[src/rtl/cnm_arb.sv]
`default_nettype none
// ============================================================================
//  Module   : cnm_arb
//  Purpose  : Round-robin arbiter that lets two requesters share one external
//             complex multiplier. In IDLE it grants one pending requester,
//             loads that requester's operands into the mul_* registers, waits
//             MUL_LAT cycles, captures the product and holds it until the
//             granted requester takes it.
//  Ports    :
//    clk, reset                 clock / asynchronous active-high reset
//    in_valid0/1, in_ready0/1   operand handshake, one pair per requester
//    rea/ima/req/imq 0/1        8-bit signed operands a=rea+j*ima, q=req+j*imq
//    out_valid0/1, out_ready0/1 result handshake, one pair per requester
//    rep_o, imp_o               16-bit signed result shared by both requesters
//    mul_rea/ima/req/imq        registered operands to the external multiplier
//    mul_rep, mul_imp           product returned by the external multiplier
//    busy                       high whenever the arbiter is not in IDLE
//  Revision : 1.0  initial release
// ============================================================================
module cnm_arb #(
   parameter int MUL_LAT = 1   // legal range 1..4
) (
   input  logic               clk,
   input  logic               reset,
   input  logic               in_valid0,
   input  logic               in_valid1,
   output logic               in_ready0,
   output logic               in_ready1,
   input  logic signed [7:0]  rea0,
   input  logic signed [7:0]  ima0,
   input  logic signed [7:0]  req0,
   input  logic signed [7:0]  imq0,
   input  logic signed [7:0]  rea1,
   input  logic signed [7:0]  ima1,
   input  logic signed [7:0]  req1,
   input  logic signed [7:0]  imq1,
   output logic               out_valid0,
   output logic               out_valid1,
   input  logic               out_ready0,
   input  logic               out_ready1,
   output logic signed [15:0] rep_o,
   output logic signed [15:0] imp_o,
   output logic signed [7:0]  mul_rea,
   output logic signed [7:0]  mul_ima,
   output logic signed [7:0]  mul_req,
   output logic signed [7:0]  mul_imq,
   input  logic signed [15:0] mul_rep,
   input  logic signed [15:0] mul_imp,
   output logic               busy
);

   typedef enum logic [1:0] {
      S_IDLE = 2'd0,
      S_WAIT = 2'd1,
      S_RESP = 2'd2
   } state_t;

   localparam logic [2:0] C_LAT = 3'(MUL_LAT);

   state_t     state_q;
   logic       last_gnt_q;
   logic [2:0] cnt_q;

   logic       w_any;
   logic       w_sel;   // 0 = requester 0, 1 = requester 1
   logic       w_idle;
   logic       w_take;  // granted requester consumes its result

   // When both requesters are pending, favour the one not served last.
   assign w_any  = in_valid0 | in_valid1;
   assign w_sel  = (in_valid0 && in_valid1) ? ~last_gnt_q : in_valid1;
   assign w_idle = (state_q == S_IDLE) && !reset;

   assign in_ready0 = w_idle && w_any && !w_sel;
   assign in_ready1 = w_idle && w_any &&  w_sel;

   // Only the granted requester's out_ready matters; the other is ignored
   // because its out_valid is never set.
   assign w_take = (out_valid0 && out_ready0) || (out_valid1 && out_ready1);

   assign busy = (state_q != S_IDLE);

   always_ff @(posedge clk or posedge reset) begin
      if (reset) begin
         state_q    <= S_IDLE;
         last_gnt_q <= 1'b1;   // so requester 0 wins the first contested grant
         cnt_q      <= 3'd0;
         mul_rea    <= 8'sd0;
         mul_ima    <= 8'sd0;
         mul_req    <= 8'sd0;
         mul_imq    <= 8'sd0;
         rep_o      <= 16'sd0;
         imp_o      <= 16'sd0;
         out_valid0 <= 1'b0;
         out_valid1 <= 1'b0;
      end else begin
         case (state_q)
            S_IDLE: begin
               if (in_valid0 && in_ready0) begin
                  mul_rea    <= rea0;
                  mul_ima    <= ima0;
                  mul_req    <= req0;
                  mul_imq    <= imq0;
                  last_gnt_q <= 1'b0;
                  cnt_q      <= C_LAT;
                  state_q    <= S_WAIT;
               end else if (in_valid1 && in_ready1) begin
                  mul_rea    <= rea1;
                  mul_ima    <= ima1;
                  mul_req    <= req1;
                  mul_imq    <= imq1;
                  last_gnt_q <= 1'b1;
                  cnt_q      <= C_LAT;
                  state_q    <= S_WAIT;
               end
            end
            S_WAIT: begin
               cnt_q <= cnt_q - 3'd1;
               if (cnt_q == 3'd1) begin
                  // Product is passed through untouched, no rounding.
                  rep_o      <= mul_rep;
                  imp_o      <= mul_imp;
                  out_valid0 <= ~last_gnt_q;
                  out_valid1 <=  last_gnt_q;
                  state_q    <= S_RESP;
               end
            end
            S_RESP: begin
               if (w_take) begin
                  out_valid0 <= 1'b0;
                  out_valid1 <= 1'b0;
                  state_q    <= S_IDLE;
               end
            end
            default: begin
               state_q <= S_IDLE;
            end
         endcase
      end
   end

endmodule
`default_nettype wire

[config.mk]
export PLATFORM = sky130hd
export DESIGN_NAME = cnm_arb
export DESIGN_NICKNAME = d
export VERILOG_FILES = /design/src/rtl/cnm_arb.sv
export SDC_FILE = /design/constraint.sdc
export NUM_CORES = 1
export LEC_CHECK = 0
export BUFFER_PORTS_ARGS = -buffer_cell sky130_fd_sc_hd__buf_2
export CELL_PAD_IN_SITES_DETAIL_PLACEMENT = 1
export CELL_PAD_IN_SITES_GLOBAL_PLACEMENT = 2
export CORE_MARGIN = 3
export CORE_UTILIZATION = 31
export CTS_BUF_LIST = sky130_fd_sc_hd__clkbuf_8
export CTS_CLUSTER_SIZE = 16
export DETAILED_ROUTE_END_ITERATION = 10
export GPL_TIMING_DRIVEN = 0
export HOLD_SLACK_MARGIN = 0.08
export PLACE_DENSITY_LB_ADDON = 0.1
export SLEW_MARGIN = 20
export SYNTH_ARGS = -nofsm -noshare
export SYNTH_HDL_FRONTEND = slang
export SYNTH_SLANG_ARGS = --single-unit
[constraint.sdc]
create_clock -name clk -period 7.5 [get_ports clk]
set_input_delay 2.25 -clock clk [delete_from_list [all_inputs] [get_ports clk]]
set_output_delay 2.25 -clock clk [all_outputs]
set_load 0.01 [all_outputs]
==> results of run 1 <==
## sequential cells by signal (all words and copies together), names as in the netlist
name	flops
out_valid1	1
mul_req	8
state_q	2
last_gnt_q	1
mul_rea	8
mul_imq	8
out_valid0	1
mul_ima	8
cnt_q	3
imp_o	16
rep_o	16
## power groups by stage
stage                     logic [uW]  registers, uW  clock network (uW)
final                            919            691                 342
after global routing            1020            723                 373
after CTS                        939            697                 356
after detailed placement         938            704                   0
after global placement           916            691                   0
after floorplan                  491            777                   0
## per-layer routing
| metal | GRT usage [%] | vias to the layer above |
|---|---|---|
| met1 | 23.5 | 1607 |
| met5 | 0 | - |
| li1 | - | 1554 |
| met3 | 5.07 | 7 |
| met4 | 4.28 | 0 |
| met2 | 29.6 | 133 |
## cell families after synthesis
kind of cell	Yosys count
compound gates	106
fa+ha+maj	2
buf+inv	46
flops	72
mux	34
simple gates	53
## how the worst max path moves through the flow
stage,start,end,slack [ns],cells past startpoint
2_1_floorplan,reset,in_ready0,2.16,4
3_3_place_gp,reset,in_ready0,1.77,6
3_5_place_dp,reset,in_ready0,1.76,6
4_1_cts,reset,in_ready0,1.75,6
5_1_grt,reset,in_ready0,1.70,6
6_report,reset,in_ready0,1.77,6
## synth_stat cells, types with 2 or more instances
cell and n:
clkbuf_1 13, inv_1 7, nor2_1 3, mux2_2 32, a31oi_1 32, nand2_1 3, buf_4 4, mux2i_1 2
nor2b_1 2, a21oi_1 35, nand4_1 32, nor3b_1 3, ha_1 2, o31ai_2 29, dfrtp_1 71, o31ai_1 4
buf_2 14, buf_6 8
## cell type report
type	count	area, um2
Buffer	39	239
Clock buffer	9	124
Clock inverter	7	96.3
Fill cell	1313	6230
Inverter	7	28.8
Multi-Input combinational cell	195	1560
Sequential cell	72	1800
Tap cell	140	175
Timing Repair Buffer	170	873
## worst max-delay path: stages
cell and delay, ns:
buf_2 0.14, or3_1 0.30, buf_2 0.20, buf_6 0.18, nor3_2 0.21, buf_2 0.19
## per-stage QoR
stage,cells,worst slack [ns],power (uW)
finish,639,1.77,1950
global route,639,1.70,2110
detailed placement,623,1.76,1640
global placement,622,1.77,1610
CTS,639,1.75,1990
floorplan,313,2.16,1270
==> flow_summary.ini, run 1 <==
[run_status]
status = completed

[power]
p_leak_uw = 0.00218
comb_power_share_pct = 47.1
ir_worst_vdd_uv = 145
internal-power_uw = 1190
pwr_density_cell_nw_per_um2 = 398
swShare_pct = 39.1
p_clk_share_pct = 17.5
p_switching_uw = 763
seqPwrFrac_pct = 35.4

[final_layout]
final_core_util_pct = 44.0
drive_gt1_share_pct = 55.9
nets = 598
final_cell_mix = buf_2 (183), dfrtp_1 (71), a21oi_1 (35)
area_growth_pct = 35.0
diodes = 0
final_common_cell = buf_2
final_cell_area_um2 = 4900

[synthesis]
synth_top_family_by_area = compound AO/OA/AOI/OAI gates
synthFlopType = dfrtp_1
synth_compound_area_share_pct = 22.5
synth_area_leaders = dfrtp_1 (49%), o31ai_2 (10%), mux2_2 (9.9%), a31oi_1 (5.5%), nand4_1 (5.5%)
syn_inst = 313
synth_fa_ha_area_share_pct = 0.690
yosys.area.top_type_share_pct = 49.0
ys_async_sr_fraction_pct = 100
yosysTopAreaCell = dfrtp_1
synth-xor-area-share_pct = 0
avgSynthCellArea_um2 = 11.6
synth_edf_count = 0
syn_nets = 417
synth_simple_gate_area_share_pct = 9.35
ys_types = 35
synthMuxAreaShare_pct = 10.5
ys_seq_elements = 72
yosysWarnings = 0
netlist_area_um2 = 3630
ys_seq_area_share_pct = 49.7

[route]
route.met3.wl_um = 964
maxUsedRoutingLayer = met4
met2WireLength_um = 5420
drt_pass1_iterations = 4
wl_met1_um = 5250
vias = 3301
viasPerCell = 5.17
drtIter0Drc = 138
drcViolationCount = 0
avgRoutedWirePerCell_um = 18.3
ant_nets = 0
wl_um = 11700

[floorplanning]
die-area_um2 = 13000
fp.dieH_um = 114
io-pin-count = 171
initial_utilization_pct = 32.6
rows = 38
die_width_um = 114
core_um2 = 11100

[setup_path]
reg2reg_to = imp_o[3]$_DFFE_PP0P_
cp_data_required_time_ns = 5.25
crit_path_max_fanout = 10
start_kind = primary input
r2r-start = cnt_q[1]$_DFFE_PP0P_
worstPathArrival_ns = 3.48
r2r_slack_ns = 5.78
setup.worst_path.end_class = output pin
crit_type = primary input to output pin
r2r_cells = 6

[clock_tree]
cts_resized = 0
clkTransAtPathRegs_ns = 0.07
clock_latency_ns = 0.34
cts_sinks = 72
numCtsBuffers = 9
post_cts_buffers = 0
htree_levels = 3
cts-hold-fix-buffers = 0
cts_root_buf = clkbuf_8
cts.path.max_buffers = 2
cts_tree = done

[sta]
setup_viol = 0
slew_headroom_pct = 64.2
post-route-period-util_pct = 76.4
worstMarginPinSlew_ns = 0.537
period_minus_slack_ns = 5.73
maxSlewViolCount = 0
rsz0062_at_grt = false
max_freq_mhz = 175
tns_ns = 0
whs_ns = 0.506
hold_viol = 0
clock_skew_ns = 0.0124

[global_routing]
grt_first_pass_wirelength_um = 18600
grtUsageTotal_pct = 18.0
grt_max_degree = 54
first_global_vias = 3618
grt_overflow_total = 0
antenna_found_initial = 0

[hold_path]
min_path_type = register to register
whs_path_depth = 1
min_from = imp_o[9]$_DFFE_PP0P_
holdPathEnd = imp_o[9]$_DFFE_PP0P_

[placement]
placed_area_um2 = 4680
place_hpwl_um = 8740
gp_congestion = 0.744
portBuffers = 169

[run]
drv_cap = 0
No activity file was read; power rests on OpenSTA's default activity.
==> run 2, diff against run 1 <==
CORE_UTILIZATION = 29   (was 31)
clock period = 5.8 ns   (was 7.5 ns; I/O delays follow)
==> flow_summary.ini, run 2 (synthesis results as in run 1) <==
[floorplanning]
io-pin-count = 171
die_width_um = 118
fp.dieH_um = 118
core_um2 = 12100
initial_utilization_pct = 29.9
rows = 40
die-area_um2 = 13900

[setup_path]
slowest_stage = or3_1
crit_type = primary input to output pin
path_buf_inv = 4
critPathMaxStageDelay_ns = 0.30
crit_top_cell = buf_2
reg2reg_to = mul_req[6]$_DFFE_PP0P_
setup.worst_path.end_class = output pin
r2r-start = last_gnt_q$_DFFE_PP1P_
path_cells = buf_2 > or3_1 > buf_2 > buf_6 > nor3_2 > buf_2
r2r_slack_ns = 4.04
cp_data_required_time_ns = 4.06
start_kind = primary input
critical_path_depth = 6
crit_family = buffers and inverters
r2r_cells = 4
crit_path_max_fanout = 10
worstPathArrival_ns = 2.92

[run]
drv_cap = 0

[sta]
hold_viol = 0
max_freq_mhz = 214
setup_viol = 0
clock_skew_ns = 0.00771
rsz0062_at_grt = false
tns_ns = 0
maxSlewViolCount = 0
whs_ns = 0.502
post-route-period-util_pct = 80.4
period_minus_slack_ns = 4.66
slew_headroom_pct = 62.6
worstMarginPinSlew_ns = 0.561

[route]
vias = 3312
drcViolationCount = 0
ant_nets = 0
viasPerCell = 4.97
wl_um = 11800
drtIter0Drc = 86
drt_pass1_iterations = 4
avgRoutedWirePerCell_um = 17.7

[power]
p_switching_uw = 982
pwr_density_cell_nw_per_um2 = 515
seqPwrFrac_pct = 35.2
p_leak_uw = 0.00219
swShare_pct = 38.7
p_total_uw = 2540
comb_power_share_pct = 46.9
ir_worst_vdd_uv = 118
internal-power_uw = 1560
p_clk_share_pct = 17.9

[placement]
gp_congestion = 0.758
place_hpwl_um = 8660
portBuffers = 169

[final_layout]
area_growth_pct = 35.9
multi_input_area_um2 = 1560
final_cell_mix = buf_2 (183), dfrtp_1 (71), a21oi_1 (35)
final_core_util_pct = 40.7
diodes = 0
final_common_cell = buf_2
seq_area_um2 = 1800
drive_gt1_share_pct = 55.7
fill_cells = 1439
nets = 598
largest_registers = imp_o x16, rep_o x16

[clock_tree]
numCtsBuffers = 9
cts_tree = done
cts_sinks = 72
cts-hold-fix-buffers = 0
cts.path.max_buffers = 2
clock_latency_ns = 0.35
post_cts_buffers = 0
clkTransAtPathRegs_ns = 0.07
cts_resized = 0
htree_levels = 3
cts_root_buf = clkbuf_8

[hold_path]
holdPathEnd = rep_o[9]$_DFFE_PP0P_
min_from = rep_o[9]$_DFFE_PP0P_
whs_path_depth = 1
min_path_type = register to register

[global_routing]
antenna_found_initial = 1
grt_max_degree = 42
grt_overflow_total = 0
first_global_vias = 3606
grtUsageTotal_pct = 17.3
grt_first_pass_wirelength_um = 19200

[run_status]
status = completed
-- run 2: cell types whose count changed in the layout (fill, tap and decap cells not counted), sizes merged --
cell / delta
clkbuf: +2
clkinvlp: -2
-- run 2: how the worst max path moves through the flow --
stage / start / slack (ns) / end
3_3_place_gp: reset / 1.03 / rep_o[9]$_DFFE_PP0P_
2_1_floorplan: reset / 1.48 / in_ready0
4_1_cts: reset / 1.12 / in_ready0
6_report: reset / 1.14 / in_ready0
3_5_place_dp: reset / 1.12 / in_ready0
5_1_grt: reset / 1.04 / in_ready0
-- run 2: power by group through the flow --
stage                     logic, uW  clock network [uW]  registers (uW)
after floorplan                 635                   0            1000
after global placement         1190                   0             900
after detailed placement       1220                   0             906
after CTS                      1220                 471             899
after global routing           1320                 495             931
final                          1190                 453             894
-- run 2: cell type report --
class / instances / area share (%)
Sequential cell: 72 / 36.6
Multi-Input combinational cell: 195 / 31.6
Timing Repair Buffer: 170 / 17.6
Buffer: 39 / 4.85
Tap cell: 168 / 4.26
Clock buffer: 11 / 3.07
Clock inverter: 5 / 1.47
Inverter: 7 / 0.584
-- run 2: through the flow --
stage	instance area [um2]	cells	worst slack [ns]
floorplan	3630	313	1.48
global placement	4680	650	1.03
detailed placement	4710	651	1.12
CTS	4930	667	1.12
global route	4930	667	1.04
finish	4930	667	1.14
-- run 2: worst reg2reg max path, delay by kind of cell (launching register included) --
kind	cells	cell delay, ns
buf+inv	1	0.46
flops	1	0.59
simple gates	2	0.43
compound gates	1	0.21
-- run 2: metal layers --
| metal | vias up | GRT usage (%) | share of wire (%) |
|---|---|---|---|
| met5 | - | 0 | 0.11 |
| met4 | 2 | 5.93 | 1.3 |
| met3 | 12 | 4.85 | 7.4 |
| met2 | 135 | 28.9 | 47 |
| met1 | 1611 | 21.4 | 44 |
| li1 | 1552 | - | - |
